[src/rtl/uart_pkg.sv]
// Shared types for the buffered UART transmitter.
// Frame sequencer states and parity-mode encodings.
package uart_pkg;

  typedef enum logic [2:0] {
    IDLE,
    START,
    DATA,
    PARITY,
    STOP
  } tx_state_t;

  localparam logic [1:0] PARITY_NONE = 2'd0;
  localparam logic [1:0] PARITY_EVEN = 2'd1;
  localparam logic [1:0] PARITY_ODD  = 2'd2;

endpackage

[src/rtl/uart_fifo.sv]
// Transmit buffer: power-of-two circular FIFO.
// Extra pointer bit separates full from empty.
module uart_fifo #(
  parameter int WIDTH = 8,
  parameter int DEPTH = 4
) (
  input  logic             clock,
  input  logic             reset,
  input  logic             push,
  input  logic             pop,
  input  logic [WIDTH-1:0] wdata,
  output logic [WIDTH-1:0] rdata,
  output logic             full,
  output logic             empty
);

  localparam int AW = $clog2(DEPTH);

  logic [WIDTH-1:0] mem [DEPTH];
  logic [AW:0]      wptr;
  logic [AW:0]      rptr;
  logic             wr;
  logic             rd;

  assign empty = wptr == rptr;
  assign full  = (wptr[AW] != rptr[AW]) &&
                 (wptr[AW-1:0] == rptr[AW-1:0]);
  assign rdata = mem[rptr[AW-1:0]];
  assign wr    = push && !full;
  assign rd    = pop && !empty;

  always_ff @(posedge clock) begin
    if (wr) mem[wptr[AW-1:0]] <= wdata;
  end

  always_ff @(posedge clock or negedge reset) begin
    if (!reset) begin
      wptr <= '0;
      rptr <= '0;
    end else begin
      if (wr) wptr <= wptr + 1'b1;
      if (rd) rptr <= rptr + 1'b1;
    end
  end

endmodule

[src/rtl/uart_tx_fifo.sv]
// Buffered UART transmitter: FIFO feeding a frame sequencer.
// Line settings are captured per frame at the pop.
module uart_tx_fifo
  import uart_pkg::*;
#(
  parameter int DATA_BITS  = 8,
  parameter int FIFO_DEPTH = 4
) (
  input  logic                 clock,
  input  logic                 reset,
  input  logic [15:0]          clock_div,
  input  logic [1:0]           parity_mode,
  input  logic                 two_stop,
  input  logic [DATA_BITS-1:0] tx_data,
  input  logic                 tx_ready,
  output logic                 tx,
  output logic                 tx_done,
  output logic                 tx_busy,
  output logic                 tx_full,
  output logic                 tx_overflow
);

  tx_state_t            state;
  tx_state_t            state_d;
  logic [15:0]          baud_cnt;
  logic [15:0]          baud_d;
  logic [15:0]          div_q;
  logic [3:0]           bit_cnt;
  logic [3:0]           bit_d;
  logic [3:0]           stop_last;
  logic [DATA_BITS-1:0] shreg;
  logic [DATA_BITS-1:0] shreg_d;
  logic [DATA_BITS-1:0] rdata;
  logic                 par_en_q;
  logic                 par_q;
  logic                 two_q;
  logic                 tx_d;
  logic                 done_d;
  logic                 push;
  logic                 pop;
  logic                 empty;
  logic                 bit_end;

  assign push      = tx_ready && !tx_full;
  assign bit_end   = baud_cnt == div_q - 16'd1;
  assign stop_last = {3'b000, two_q};
  assign tx_busy   = (state != IDLE) || !empty;

  uart_fifo #(
    .WIDTH(DATA_BITS),
    .DEPTH(FIFO_DEPTH)
  ) u_fifo (
    .clock(clock),
    .reset(reset),
    .push(push),
    .pop(pop),
    .wdata(tx_data),
    .rdata(rdata),
    .full(tx_full),
    .empty(empty)
  );

  always_comb begin
    state_d = state;
    baud_d  = baud_cnt + 16'd1;
    bit_d   = bit_cnt;
    shreg_d = shreg;
    tx_d    = tx;
    done_d  = 1'b0;
    pop     = 1'b0;
    unique case (state)
      IDLE: begin
        baud_d = '0;
        tx_d   = 1'b1;
        if (!empty) begin
          pop     = 1'b1;
          state_d = START;
          tx_d    = 1'b0;
          shreg_d = rdata;
          bit_d   = '0;
        end
      end
      START: begin
        if (bit_end) begin
          baud_d  = '0;
          state_d = DATA;
          tx_d    = shreg[0];
          bit_d   = '0;
        end
      end
      DATA: begin
        if (bit_end) begin
          baud_d  = '0;
          shreg_d = shreg >> 1;
          if (bit_cnt == 4'(DATA_BITS - 1)) begin
            bit_d = '0;
            if (par_en_q) begin
              state_d = PARITY;
              tx_d    = par_q;
            end else begin
              state_d = STOP;
              tx_d    = 1'b1;
            end
          end else begin
            bit_d = bit_cnt + 4'd1;
            tx_d  = shreg[1];
          end
        end
      end
      PARITY: begin
        if (bit_end) begin
          baud_d  = '0;
          state_d = STOP;
          tx_d    = 1'b1;
        end
      end
      STOP: begin
        if (bit_end) begin
          baud_d = '0;
          if (bit_cnt == stop_last) begin
            // Chain straight into the next frame when data is waiting.
            done_d = 1'b1;
            bit_d  = '0;
            if (!empty) begin
              pop     = 1'b1;
              state_d = START;
              tx_d    = 1'b0;
              shreg_d = rdata;
            end else begin
              state_d = IDLE;
              tx_d    = 1'b1;
            end
          end else begin
            bit_d = bit_cnt + 4'd1;
          end
        end
      end
      default: state_d = IDLE;
    endcase
  end

  always_ff @(posedge clock or negedge reset) begin
    if (!reset) begin
      state       <= IDLE;
      baud_cnt    <= '0;
      bit_cnt     <= '0;
      shreg       <= '0;
      tx          <= 1'b1;
      tx_done     <= 1'b0;
      tx_overflow <= 1'b0;
      div_q       <= 16'd1;
      par_en_q    <= 1'b0;
      par_q       <= 1'b0;
      two_q       <= 1'b0;
    end else begin
      state       <= state_d;
      baud_cnt    <= baud_d;
      bit_cnt     <= bit_d;
      shreg       <= shreg_d;
      tx          <= tx_d;
      tx_done     <= done_d;
      tx_overflow <= tx_ready && tx_full;
      if (pop) begin
        div_q    <= (clock_div == 16'd0) ? 16'd1 : clock_div;
        two_q    <= two_stop;
        par_en_q <= (parity_mode == PARITY_EVEN) ||
                    (parity_mode == PARITY_ODD);
        par_q    <= (^rdata) ^ (parity_mode == PARITY_ODD);
      end
    end
  end

endmodule

[config.mk]
export PLATFORM = sky130hd
export DESIGN_NAME = uart_tx_fifo
export DESIGN_NICKNAME = d
export VERILOG_FILES = /design/src/rtl/uart_pkg.sv /design/src/rtl/uart_fifo.sv /design/src/rtl/uart_tx_fifo.sv
export SDC_FILE = /design/constraint.sdc
export NUM_CORES = 1
export LEC_CHECK = 0
export ABC_AREA = 1
export BUFFER_PORTS_ARGS = -buffer_cell sky130_fd_sc_hd__buf_4
export CAP_MARGIN = 20
export CORE_MARGIN = 3
export CORE_UTILIZATION = 35
export CTS_CLUSTER_DIAMETER = 40
export DETAILED_ROUTE_END_ITERATION = 10
export GPL_TIMING_DRIVEN = 1
export PLACE_DENSITY = 0.49
export SLEW_MARGIN = 20
export SYNTH_ARGS = -nofsm -noshare
export SYNTH_HDL_FRONTEND = slang
export SYNTH_HIERARCHICAL = 1
export SYNTH_SLANG_ARGS = --single-unit
[constraint.sdc]
create_clock -name clock -period 3.2 [get_ports clock]
set_clock_uncertainty 0.2 [all_clocks]
set_input_delay 0.8 -clock clock [delete_from_list [all_inputs] [get_ports clock]]
set_output_delay 0.8 -clock clock [all_outputs]
set_load 0.01 [all_outputs]
# Word level (Yosys, flattened, before mapping)
# Memory sizes are Yosys's and may differ from the RTL's.
# Index checks and enable logic that the tools add are counted.
[word_totals] reg_bits=59 ram_bits=32 output_inout_bits=5 mem_count=1
[memory_table] memory="u_fifo.mem" words=4 width=8 read_ports=1 rd_clocked_by_memory_dff=0 wr=1 line="uart_fifo.sv:19" text="logic [WIDTH-1:0] mem [DEPTH];"
[op_classes] n_addsub=5 eq_ne=19 n_mux=43 n_bitwise=1 reduce_logical=21
[op_table] operator="$mux W16" count=2
[op_table] operator="$mux W8" count=4
[op_table] operator="$pmux W16 S2" count=1
[op_table] operator="$mux W3" count=8
[op_table] operator="$mux W4" count=6
[op_table] operator="$pmux W8 S3" count=1
[op_table] operator="$mux W1" count=17
[op_table] operator="$add A16 B1 Y16 const B" count=1
[op_table] operator="$eq A16 B16 Y1" count=1
[op_table] operator="$logic_not A16 Y1" count=1
[op_table] operator="$pmux W4 S4" count=1
[op_table] operator="$sub A16 B1 Y16 const B" count=1
[op_table] operator="$pmux W3 S5" count=1
[op_table] operator="$ne A2 B2 Y1 const B" count=7
[op_table] operator="$reduce_xor A8 Y1" count=1
[op_table] operator="$reduce_and A7 Y1" count=1
[op_table] operator="$add A3 B1 Y3 const B" count=2
[op_table] operator="$eq A3 B2 Y1 const B" count=2
[op_table] operator="$reduce_and A6 Y1" count=1
[op_table] operator="$reduce_bool A3 Y1" count=2
[op_table] operator="$logic_and A1 B1 Y1" count=5
[op_table] operator="$pmux W1 S5" count=1
[op_table] operator="$reduce_and A5 Y1" count=1
[op_table] operator="$reduce_bool A5 Y1" count=1
[op_table] operator="other kinds (18)" count=20

# Depth between registers and ports, before layout
[depth] word_depth=7 depth_mapped=16 ltp_nobuf=15

# Modules after synthesis
# The synthesis kept the hierarchy.
[by_module_without_submodules] module="uart_tx_fifo" instances=1 cells_each=503 area_each_um2=3557.2
[by_module_without_submodules] module="uart_fifo" instances=1 cells_each=138 area_each_um2=1631.6

# Least setup slack after synthesis
# No wires, ideal clock.
[synth_timing] kind="register to register" start="register div_q[0]" end="register u_fifo.rptr[2]" setup_time_ns=0.117 t_arrival_ns=1.963 slack_ns=0.921 stages_incl_launch_ff=15 path_buffers=1 cell_sequence="dfstp_2 > inv_2 > ha_1 > or2_1 > nand3_1 > nand2_1 > inv_1 > nand4_1 > nor2_2 > nand4_2 > nand2_1 > buf_4 > nand2_1 > nand2_1 > nand2_1"
[synth_between] elab_chain_len=5
[synth_rtl] element="start, declared" line="uart_tx_fifo.sv:27" text="logic [15:0] div_q;"
[synth_rtl] element="start signal, assigned" line="uart_tx_fifo.sv:164" text="div_q <= (clock_div == 16'd0) ? 16'd1 : clock_div;"
[synth_rtl] element="$sub A16 B1 Y16" line="uart_tx_fifo.sv:45" text="assign bit_end = baud_cnt == div_q - 16'd1;"
[synth_rtl] element="$eq A16 B16 Y1" line="uart_tx_fifo.sv:45"
[synth_rtl] element="$mux W1" line="uart_tx_fifo.sv:118" text="if (bit_end) begin"
[synth_rtl] element="$pmux W1 S2" line="uart_tx_fifo.sv:71" text="unique case (state)"
[synth_rtl] element="via pop" line="uart_tx_fifo.sv:40" text="logic pop;"
[synth_rtl] element="$logic_and A1 B1 Y1" line="uart_fifo.sv:30" text="assign rd = pop && !empty;"
[synth_rtl] element="end signal, assigned" line="uart_fifo.sv:42" text="if (rd) rptr <= rptr + 1'b1;"
[synth_rtl] element="end, declared" line="uart_fifo.sv:21" text="logic [AW:0] rptr;"
# The timed path passes the listed nets, and every way through them passes these cells.
# A chain may end at the register's enable or synchronous reset.

# Worst setup path after layout
[layout_timing] start="register u_fifo.rptr[1]" end="output tx_busy"
[layout_between] elab_chain_len=3
[layout_rtl] element="$eq A3 B3 Y1" line="uart_fifo.sv:25" text="assign empty = wptr == rptr;"
[layout_rtl] element="via empty" line="uart_tx_fifo.sv:41" text="logic empty;"
[layout_rtl] element="$logic_not A1 Y1" line="uart_tx_fifo.sv:47" text="assign tx_busy = (state != IDLE) || !empty;"
[layout_rtl] element="$logic_or A1 B1 Y1" line="uart_tx_fifo.sv:47"
[layout_rtl] element="end, declared" line="uart_tx_fifo.sv:18" text="output logic tx_busy,"
# The timed path passes the listed nets, and every way through them passes these cells.

==> impl_metrics.csv <==
group,metric,value,unit
outcome,outcome,"complete, no violations",
routing,via_per_inst,4.84,
setup_path,critical_path.max_fanout,12,
clocking,hold_buffers,0,
floorplan,die_height,128,µm
pwr,design_power_total,5.84,mW
logic_synthesis,syn-cell-area,5190,µm²
sta,setup_slack,0.211,ns
setup_path,critical_path_class,"reg -> out",
global_route,grt.total_usage,15.9,%
setup_path,start_kind,"flop",
logic_synthesis,synth-async-reset-ratio,64.8,%
logic_synthesis,synth_xor_area_share,6.22,%
floorplan,floorplan.rows,43,
clocking,clock-sinks,91,
routing,detail_route.drc_violations,0,
place,dp_worst_setup_slack,0.335,ns
clocking,cts_buf_count,9,
setup_path,crit_path_cell_trace,"inv_2 > nand2_1 > nand2_1 > nand3_2 > inv_1 > inv_1 > nor2_1 > inv_1 > buf_4",
sta,finalMaxSlewViolations,0,
setup_path,worst_path_dominant_cell_family,"buffers and inverters",
setup_path,worst_path_most_repeated_cell,"inv_1",
place,post_dp_cell_area,5610,µm²
setup_path,cp_data_arrival_time,1.99,ns
setup_path,timing.critical_path.slowest_stage_cell,"dfrtp_2",
logic_synthesis,postSynthNetCount,680,
logic_synthesis,yosysSeqAreaShare,47.0,%
clocking,root_buffer,"clkbuf_16",
floorplan,boundaryPins,35,
logic_synthesis,synth_top_family_by_area,"simple AND/OR/NAND/NOR gates",
sta,final.setup.tns,0,ns
routing,routed_wire_length_per_instance,14.2,µm
logic_synthesis,post_synth_main_area_contributors,"dfrtp_1, edfxtp_1, nand2_1",
logic_synthesis,synth.yosys.warnings,6,
pwr,power-per-cell-area,986,nW/µm²
run,drv_cap,0,
global_route,wire_length_of_the_first_global_routing_pass,20600,µm
place,dpl.hpwl,9190,µm
floorplan,chipWidth,128,µm
logic_synthesis,synth.area.mux_share,0,%
global_route,pin_count_of_the_biggest_net_entering_global_routing,60,
logic_synthesis,netlist.top_cell.by_area,"dfrtp_1",
logic_synthesis,yosysTopAreaCellShare,27.5,%
cells_and_area,regArea,2440,µm²
routing,drt_wl_total,12200,µm
setup_path,critPathMaxStageDelay,0.50,ns
logic_synthesis,synthesis.area_per_instance,8.09,µm²
sta,rsz0062_at_grt,"no",
setup_path,critical_path_required,2.20,ns
place,placedCellCount,846,
sta,setup_violation_total_in_the_final_timing_report,0,
logic_synthesis,netlist-cell-type-count,40,
cells_and_area,design.final.nets,716,
place,port_buffers,34,
sta,slew_headroom,49.5,%
sta,report.final.hold_viol_count,0,
cells_and_area,final_layout_size_suffix_gt1_share,13.0,%
cells_and_area,fillerInstances,1441,
hold_path,holdCritPathClass,"reg -> reg",
place,globalplace.congestion,0.897,
global_route,grt_antenna_before_repair,0,
routing,drtPass1Iterations,4,
routing,vias,4170,
clocking,h_tree_depth,3,
setup_path,ff2ff_setup_slack,0.48,ns
logic_synthesis,synth-main-ff-cell,"dfrtp_1",
global_route,globalRoute.totalOverflow,0,
clocking,path_clk_slew,0.06,ns
global_route,vias_in_the_first_global_route,3918,
logic_synthesis,post_synth_and_or_nand_nor_area_fraction,32.3,%
logic_synthesis,postSynthCellCount,641,
floorplan,floorplan.die_area,16300,µm²
sta,finalWorstPathRequiredPeriod,2.99,ns
pwr,peakVddDrop,0.432,mV
routing,drt_iter0_drc,250,
logic_synthesis,yosys.cell_count.top_type,"nand2_1",
setup_path,crit_path_capture_type,"output port",
floorplan,initial_utilization,36.5,%
clocking,clock_latency_reported_for_the_late_side_of_the_worst_skew_pair,0.35,ns
sta,fin_crit_sh,93.4,%
setup_path,path_buf_inv,5,
logic_synthesis,synthTopCellsByCount,"nand2_1, nor2_1, inv_1",
clocking,cts_tree,"done",
logic_synthesis,synth-edff-count,32,
pwr,leakage,2.82,nW
floorplan,coreArea,14200,µm²
cells_and_area,instances_no_fill,862,
routing,ant_nets,0,
clocking,clock_tree.buffer_depth,2,
logic_synthesis,yosys.area_share.adder,2.17,%
cells_and_area,layout.cell_area.non_filler,5920,µm²
sta,max_clock_freq,0.335,GHz
cells_and_area,diodes,0,
cells_and_area,flow.area_growth_from_synthesis,14.1,%
cells_and_area,multi_input_comb_area,2420,µm²
sta,worstMarginPinSlew,0.757,ns
logic_synthesis,ys_ff_latch,91,
logic_synthesis,synth_compound_gate_area_share,5.84,%
-- report_power, final --
part           internal, mW  switching [mW]
Combinational          1.02            1.79
Sequential             1.59           0.335
Clock                 0.622           0.481
Total                  3.23            2.61
-- layout by cell type, fill, tap and decap left out, types with 2 or more instances in the layout --
| cell | count |
|---|---|
| o21ai_0 | 27 |
| inv_1 | 59 |
| nor4_1 | 5 |
| nand3_1 | 45 |
| nor3_1 | 7 |
| nand2_2 | 3 |
| inv_8 | 2 |
| buf_4 | 40 |
| nand2_1 | 205 |
| inv_2 | 3 |
| nand3_2 | 11 |
| dfstp_2 | 2 |
| o22ai_1 | 8 |
| nor2_1 | 66 |
| xnor2_1 | 19 |
| dfrtp_1 | 56 |
| nor2_4 | 2 |
| inv_6 | 2 |
| nand3b_1 | 4 |
| nand2_4 | 2 |
| nand4_1 | 13 |
| ha_1 | 9 |
| clkbuf_16 | 9 |
| edfxtp_1 | 32 |
| xor2_1 | 16 |
| nor2_2 | 4 |
| a21oi_1 | 15 |
-- routing by layer --
metal	global-route usage (%)	part of all wire (%)
met1	23.1	50
met2	24.1	45
met3	4.13	3.9
met4	2.93	0.65
met5	0	0
-- state kept, by name, summed over array words and instances (netlist names) --
register,count
tx,1
div_q,16
two_q,1
par_en_q,1
state,3
tx_done,1
bit_cnt,4
baud_cnt,16
tx_overflow,1
par_q,1
u_fifo/wptr,3
shreg,8
u_fifo/rptr,3
u_fifo/mem,32
-- area by class of cell --
type	instances	share of cell area (%)
Clock inverter	6	1.31
Tap cell	180	3.80
Inverter	62	3.93
Timing Repair Buffer	40	5.07
Sequential cell	91	41.2
Multi-Input combinational cell	473	40.8
Clock buffer	10	3.87
-- path summary, 6_finish.rpt --
path	start	to	cells after the start
max reg2reg	u_fifo/rptr[0]	par_q	11
min	tx	tx	2
min in group asynchronous	reset	baud_cnt[2]	1
max in group asynchronous	reset	u_fifo/rptr[1]	1
max	u_fifo/rptr[1]	tx_busy	9
min reg2reg	tx	tx	2
-- through the flow --
| step | util, % | hold WS, ns |
|---|---|---|
| after floorplan | - | 0.242 |
| after global placement | 39.5 | 0.253 |
| after detailed placement | 39.5 | 0.257 |
| after CTS | 41.7 | 0.266 |
| after global routing | 41.7 | 0.291 |
| final | 41.7 | 0.263 |
-- worst register-to-register path, cell delays in order, from the launching register on --
cell and delay [ns]:
dfrtp_1 0.42, buf_4 0.22, inv_1 0.40, o21ai_0 0.21, o22ai_1 0.29, xnor2_1 0.18, xor2_1 0.19, xor2_1 0.20
xnor2_1 0.14, inv_1 0.06, nand2_1 0.06, nand2_1 0.05
-- cell families after synthesis --
family / after synthesis
AOI/OAI and AO/OA: 55
xor gates and xnor gates: 36
adders and majority gates: 9
buffers and inverters: 77
DFF: 91
and+or+nand+nor: 373
-- repair_timing --
action,in CTS,in global routing
endpoints found under the setup margin,0,1
setup buffers,0,0
gates resized for setup,0,2
No activity file was read; power rests on OpenSTA's default activity.
